[config.mk]
export PLATFORM = sky130hd
export DESIGN_NAME = hour_counter_12_24_flat
export DESIGN_NICKNAME = d
export VERILOG_FILES = /design/src/rtl/hour_counter_12_24_if.sv /design/src/rtl/hour_counter_12_24.sv /design/src/flat_wrapper.sv
export SDC_FILE = /design/constraint.sdc
export NUM_CORES = 1
export LEC_CHECK = 0
export CAP_MARGIN = 20
export CORE_MARGIN = 4
export CORE_UTILIZATION = 45
export DETAILED_ROUTE_END_ITERATION = 10
export GPL_TIMING_DRIVEN = 0
export PLACE_DENSITY = 0.75
export SLEW_MARGIN = 20
export SYNTH_ARGS = -nofsm -noshare
export SYNTH_HDL_FRONTEND = slang
export SYNTH_SLANG_ARGS = --single-unit
export TNS_END_PERCENT = 50
[constraint.sdc]
create_clock -name clk -period 3.52 [get_ports clk]
set_input_delay 0.88 -clock clk [delete_from_list [all_inputs] [get_ports clk]]
set_output_delay 0.88 -clock clk [all_outputs]
set_load 0.02 [all_outputs]
[src/rtl/hour_counter_12_24_if.sv]
// Signal bundle for the hour counter: minute tick, set buttons, load port and display outputs.
// The master drives tick/buttons/load/mode; the slave (the counter) drives the hour outputs.
interface hour_counter_12_24_if;
  logic       tick;
  logic       btn_inc;
  logic       btn_dec;
  logic       load;
  logic [4:0] load_hour;
  logic       mode_24h;
  logic [4:0] hour24;
  logic [3:0] hr_tens;
  logic [3:0] hr_ones;
  logic       pm;
  logic       day_carry;

  modport master (
    output tick,
    output btn_inc,
    output btn_dec,
    output load,
    output load_hour,
    output mode_24h,
    input  hour24,
    input  hr_tens,
    input  hr_ones,
    input  pm,
    input  day_carry
  );

  modport slave (
    input  tick,
    input  btn_inc,
    input  btn_dec,
    input  load,
    input  load_hour,
    input  mode_24h,
    output hour24,
    output hr_tens,
    output hr_ones,
    output pm,
    output day_carry
  );
endinterface

[src/rtl/hour_counter_12_24.sv]
// Hour-of-day counter (0..23) with tick advance, synchronised up/down set buttons, direct load,
// 12 h / 24 h BCD display mapping and a registered day-carry pulse.
module hour_counter_12_24 #(
  parameter int unsigned RESET_HOUR  = 0,
  parameter int unsigned SYNC_STAGES = 2,
  parameter bit          BTN_ACT_LOW = 1'b0
) (
  input logic                  clk,
  input logic                  reset,
  hour_counter_12_24_if.slave  bus
);

  localparam logic [4:0] ResetHour = 5'(RESET_HOUR);
  localparam logic [4:0] MaxHour   = 5'd23;

  logic [4:0] hour24_q, hour24_d;
  logic       day_carry_q, day_carry_d;

  logic                   inc_level, dec_level;
  logic [SYNC_STAGES-1:0] inc_sync_q, dec_sync_q;
  logic                   inc_last_q, dec_last_q;
  logic                   inc_e, dec_e;

  logic [5:0] sum_up;
  logic [5:0] sum_net;
  logic       wrap_down;

  logic [4:0] hour_mod12;
  logic [4:0] disp;

  // Normalise polarity before synchronising so all flops reset to the inactive level.
  assign inc_level = bus.btn_inc ^ BTN_ACT_LOW;
  assign dec_level = bus.btn_dec ^ BTN_ACT_LOW;

  always_ff @(posedge clk or posedge reset) begin
    if (reset) begin
      inc_sync_q <= '0;
      dec_sync_q <= '0;
      inc_last_q <= 1'b0;
      dec_last_q <= 1'b0;
    end else begin
      inc_sync_q <= {inc_sync_q[SYNC_STAGES-2:0], inc_level};
      dec_sync_q <= {dec_sync_q[SYNC_STAGES-2:0], dec_level};
      inc_last_q <= inc_sync_q[SYNC_STAGES-1];
      dec_last_q <= dec_sync_q[SYNC_STAGES-1];
    end
  end

  assign inc_e = inc_sync_q[SYNC_STAGES-1] & ~inc_last_q;
  assign dec_e = dec_sync_q[SYNC_STAGES-1] & ~dec_last_q;

  // Upward contributions first, then the optional decrement; only 0 - 1 can underflow.
  always_comb begin
    sum_up    = {1'b0, hour24_q} + 6'(bus.tick) + 6'(inc_e);
    sum_net   = sum_up - 6'(dec_e);
    wrap_down = dec_e && (sum_up == 6'd0);
  end

  always_comb begin
    hour24_d    = hour24_q;
    day_carry_d = 1'b0;
    if (bus.load) begin
      if (bus.load_hour <= MaxHour) begin
        hour24_d = bus.load_hour;
      end
    end else if (wrap_down) begin
      hour24_d = MaxHour;
    end else if (sum_net >= 6'd24) begin
      hour24_d    = 5'(sum_net - 6'd24);
      day_carry_d = bus.tick;
    end else begin
      hour24_d = sum_net[4:0];
    end
  end

  always_ff @(posedge clk or posedge reset) begin
    if (reset) begin
      hour24_q    <= ResetHour;
      day_carry_q <= 1'b0;
    end else begin
      hour24_q    <= hour24_d;
      day_carry_q <= day_carry_d;
    end
  end

  // Display mapping is purely combinational so a mode change re-maps in the same cycle.
  always_comb begin
    hour_mod12 = (hour24_q >= 5'd12) ? (hour24_q - 5'd12) : hour24_q;
    if (bus.mode_24h) begin
      disp = hour24_q;
    end else begin
      disp = (hour_mod12 == 5'd0) ? 5'd12 : hour_mod12;
    end
  end

  always_comb begin
    if (disp >= 5'd20) begin
      bus.hr_tens = 4'd2;
      bus.hr_ones = 4'(disp - 5'd20);
    end else if (disp >= 5'd10) begin
      bus.hr_tens = 4'd1;
      bus.hr_ones = 4'(disp - 5'd10);
    end else begin
      bus.hr_tens = 4'd0;
      bus.hr_ones = 4'(disp);
    end
  end

  assign bus.hour24    = hour24_q;
  assign bus.pm        = (hour24_q >= 5'd12);
  assign bus.day_carry = day_carry_q;

endmodule

[src/flat_wrapper.sv]
// flat-port wrapper written by rule: the top's interface ports become plain ports
module hour_counter_12_24_flat 
#(
  parameter int unsigned RESET_HOUR  = 0,
  parameter int unsigned SYNC_STAGES = 2,
  parameter bit          BTN_ACT_LOW = 1'b0
)
  (clk, reset, bus_tick, bus_btn_inc, bus_btn_dec, bus_load, bus_load_hour, bus_mode_24h, bus_hour24, bus_hr_tens, bus_hr_ones, bus_pm, bus_day_carry);
  hour_counter_12_24_if bus_i ();
  input logic clk;
  input logic reset;
  input wire logic [$bits(bus_i.tick)-1:0] bus_tick;
  input wire logic [$bits(bus_i.btn_inc)-1:0] bus_btn_inc;
  input wire logic [$bits(bus_i.btn_dec)-1:0] bus_btn_dec;
  input wire logic [$bits(bus_i.load)-1:0] bus_load;
  input wire logic [$bits(bus_i.load_hour)-1:0] bus_load_hour;
  input wire logic [$bits(bus_i.mode_24h)-1:0] bus_mode_24h;
  output wire logic [$bits(bus_i.hour24)-1:0] bus_hour24;
  output wire logic [$bits(bus_i.hr_tens)-1:0] bus_hr_tens;
  output wire logic [$bits(bus_i.hr_ones)-1:0] bus_hr_ones;
  output wire logic [$bits(bus_i.pm)-1:0] bus_pm;
  output wire logic [$bits(bus_i.day_carry)-1:0] bus_day_carry;
  assign bus_i.tick = bus_tick;
  assign bus_i.btn_inc = bus_btn_inc;
  assign bus_i.btn_dec = bus_btn_dec;
  assign bus_i.load = bus_load;
  assign bus_i.load_hour = bus_load_hour;
  assign bus_i.mode_24h = bus_mode_24h;
  assign bus_hour24 = bus_i.hour24;
  assign bus_hr_tens = bus_i.hr_tens;
  assign bus_hr_ones = bus_i.hr_ones;
  assign bus_pm = bus_i.pm;
  assign bus_day_carry = bus_i.day_carry;
  hour_counter_12_24 #(.RESET_HOUR(RESET_HOUR), .SYNC_STAGES(SYNC_STAGES), .BTN_ACT_LOW(BTN_ACT_LOW)) u_core (.clk(clk), .reset(reset), .bus(bus_i));
endmodule
==> results.md <==
- Residual DRC: 0
- Number of synthesized register bits: 12
- Vias per inst: 5.92
- First-pass GRT wire length: 5490 um
- Routing usage on met2: 0.347
- Die width: 60.7 um
- Largest family of logic cells by synthesized area: compound AO/OA/AOI/OAI gates
- R2r endpoint: u_core.bus.day_carry
- Area of the multi-input gates: 970 um^2
- CTS max path bufs: 2
- Most common cell after layout, fill and taps aside: clkdlybuf4s50_1
- Final Hold Fails: 0
- Crit path time final: 3.79 ns
- Worst Hold Slack: 0.354 ns
- Vias in the first global route: 1,211
- Pleak: 0.759 nW
- Total power draw: 0.00122 W
- Reg2Reg Depth: 10
- DRT iter0 DRCs: 74
- Flip-flop and latch area: 303 um^2
- Critical Path Sink: bus_hr_ones[3]
- Antenna violations before repair: 0
- Final worst-path cycle share: 1.08
- Max VDD drop: 0.000526 V
- Remaining Overflow, GRT: 0
- Pre-CTS setup slack: -1.01 ns
- 1st-pass router iterations: 4
- P&R area growth vs syn: 40.3%
- Post-Synth Simple-Gate Area: 0.198
- Initial Util: 0.487
- Post-Synth Adder-Cell Area: 0.0861
- Core Rows: 18
- WP data required: 2.64 ns
- Routed WL: 3270 um
- Syn Inst Count: 142
- Met3 GRT Util: 0.0170
- Post-synth ARST share: 1.00
- Ratio of cells with drive above 1 in the final layout: 0.302
- Number of flops mapped to enable cells by yosys: 0
- Finished Layout Cells: 209
- Fmax: 0.264 GHz
- Worst rel slew slack: 0.622
- Cts bufs inserted: 3
- Ant diodes: 0
- Synth Area in XOR/XNOR: 0.0551
- Num ports: 27
- Worst-path clk slew: 0.08 ns
- H-tree Lvls: 1
- Critical path type: flop to output port
- Worst Path Arrival: 2.91 ns
- Largest net degree at the start of global routing: 13
- Power Dens Cells: 694 nW/um^2
- Final nets: 200
- Die Y: 60.7 um
- Setup TNS: -0.736 ns
- Synth Flop Type: dfrtp_1
- Yosys warns: 0
- Post-synthesis cell type count: 56
- Commonest non-fill, non-tap cells in the layout: clkdlybuf4s50_1 (18), buf_4 (16), inv_1 (13), dfrtp_1 (10), nand2_1 (9)
- Fill cells: 217
- Routability Congestion: 0.838
- CTS Hold Bufs: 0
- Clock latency on the worst-skew pair: 0.27 ns
- IO Port Bufs: 24
- Detail Route Antenna Nets: 0
- DP HPWL: 2400 um
- Register area share after synthesis: 0.240
- Core area: 2570 um^2
- Syn Std Cell Area: 1250 um^2
- Max-cap viol count: 0
- Clock sink count: 12
- Clock Skews: 0.0120 ns
- CP endpoint kind: output port
- Post-synthesis mux area share: 0.0210
- Gr usage total: 0.194
- Grt peak-use layer: met2
- CTS Root Cell: clkbuf_4
- Via count: 1,238
- RSZ-0062 raised after global routing: yes
- Setup crit start: u_core.bus.hour24[3]
- Wire per inst: 15.6 um
- Worst-Margin Slew: 0.562 ns
- Status: finished, violations left
- CTS tree: done
- Worst R2R Setup Slack: 0.67 ns
- Hold Crit Class: flop to flop
- R2r startpoint: u_core.bus.hour24[0]
- Final worst slack: -0.266 ns
- Startpoint Class: flop
- Failing checks: setup timing
- Slew Limit Fails: 0
- Synth Area in Compound Gates: 0.306
- Mean cell area of the mapped netlist: 8.80 um^2
- Final setup viols: 4
- Inst Count DP: 197
- GR Util met1: 0.248
- Crit path max fanout: 3
- Full die area: 3690 um^2
==> kinds of logic after synthesis <==
group | count (synthesis)
fa+ha+maj | 8
flops | 12
compound gates | 44
buf+inv | 25
simple gates | 43
xor+xnor | 7
mux | 2
other cells | 1
==> flip-flops by register name (all words and copies together) (netlist names) <==
| signal | flops |
|---|---|
| u_core.dec_sync_q | 2 |
| u_core.bus.hour24 | 5 |
| u_core.inc_sync_q | 2 |
| u_core.inc_last_q | 1 |
| u_core.bus.day_carry | 1 |
| u_core.dec_last_q | 1 |
==> cell usage after synthesis (all sizes together), types with 2 or more instances <==
cell type / instances / share of area
mux2: 2 / 0.021
buf: 7 / 0.036
clkbuf: 3 / 0.0090
a31oi: 7 / 0.040
dfrtp: 12 / 0.24
nand2: 10 / 0.030
nor2: 8 / 0.024
and2: 2 / 0.010
a211o: 2 / 0.014
xnor2: 5 / 0.041
xor2: 2 / 0.014
nor2b: 3 / 0.015
nand2b: 4 / 0.020
inv: 15 / 0.045
a21oi: 8 / 0.032
a21boi: 2 / 0.012
o21ai: 5 / 0.020
and3: 4 / 0.020
ha: 7 / 0.070
nand3: 2 / 0.0080
a22o: 3 / 0.021
o31ai: 2 / 0.023
nor3: 4 / 0.029
==> layer usage <==
layer	vias to the layer above	wire length, um
met4	0	48
met1	591	1350
met2	54	1710
li1	584	-
met3	9	155
met5	-	0
==> worst max-delay path: stages (launching register included) <==
cell and delay [ns]:
dfrtp_2 0.45, ha_4 0.18, or3b_4 0.39, a31oi_4 0.17, nor3_4 0.07, nor3_4 0.23, inv_2 0.09, ha_4 0.17
a31oi_4 0.15, nor2_1 0.07, mux2_4 0.26, mux2_4 0.27, buf_6 0.13
==> final cells by class <==
class                           instances  area share
Buffer                                  8      0.0285
Clock buffer                            4      0.0207
Inverter                               15      0.0335
Multi-Input combinational cell        106       0.553
Sequential cell                        12       0.173
Tap cell                               30      0.0214
Timing Repair Buffer                   34       0.170
==> stage by stage <==
step | instance area, um^2 | util
floorplan | 1290 | -
global placement | 1560 | 0.609
detailed placement | 1560 | 0.609
CTS | 1710 | 0.667
global route | 1750 | 0.683
finish | 1750 | 0.683
==> what timing repair did <==
item,CTS,global route
setup endpoints to repair,5,6
pin swaps,7,8
hold endpoints to repair,0,0
gates cloned,0,0
setup buffers,9,1
resized for setup,33,15
==> power breakdown <==
part	switching, W	internal (W)
combinational	0.000491	0.000434
clock	0.0000443	0.0000628
sequential	0.0000265	0.000159
total	0.000562	0.000656
==> how the worst min path moves through the flow <==
stage | slack, ns | depth (start not counted) | startpoint | endpoint
3_5_place_dp | 0.34 | 0 | u_core.inc_sync_q[0] | u_core.inc_sync_q[1]
4_1_cts | 0.36 | 0 | u_core.inc_sync_q[0] | u_core.inc_sync_q[1]
6_report | 0.35 | 0 | u_core.inc_sync_q[0] | u_core.inc_sync_q[1]
3_3_place_gp | 0.33 | 0 | u_core.inc_sync_q[0] | u_core.inc_sync_q[1]
5_1_grt | 0.36 | 0 | u_core.inc_sync_q[0] | u_core.inc_sync_q[1]
2_1_floorplan | 0.33 | 0 | u_core.dec_sync_q[0] | u_core.dec_sync_q[1]
Note: power is estimated with default switching activity, not from simulation.
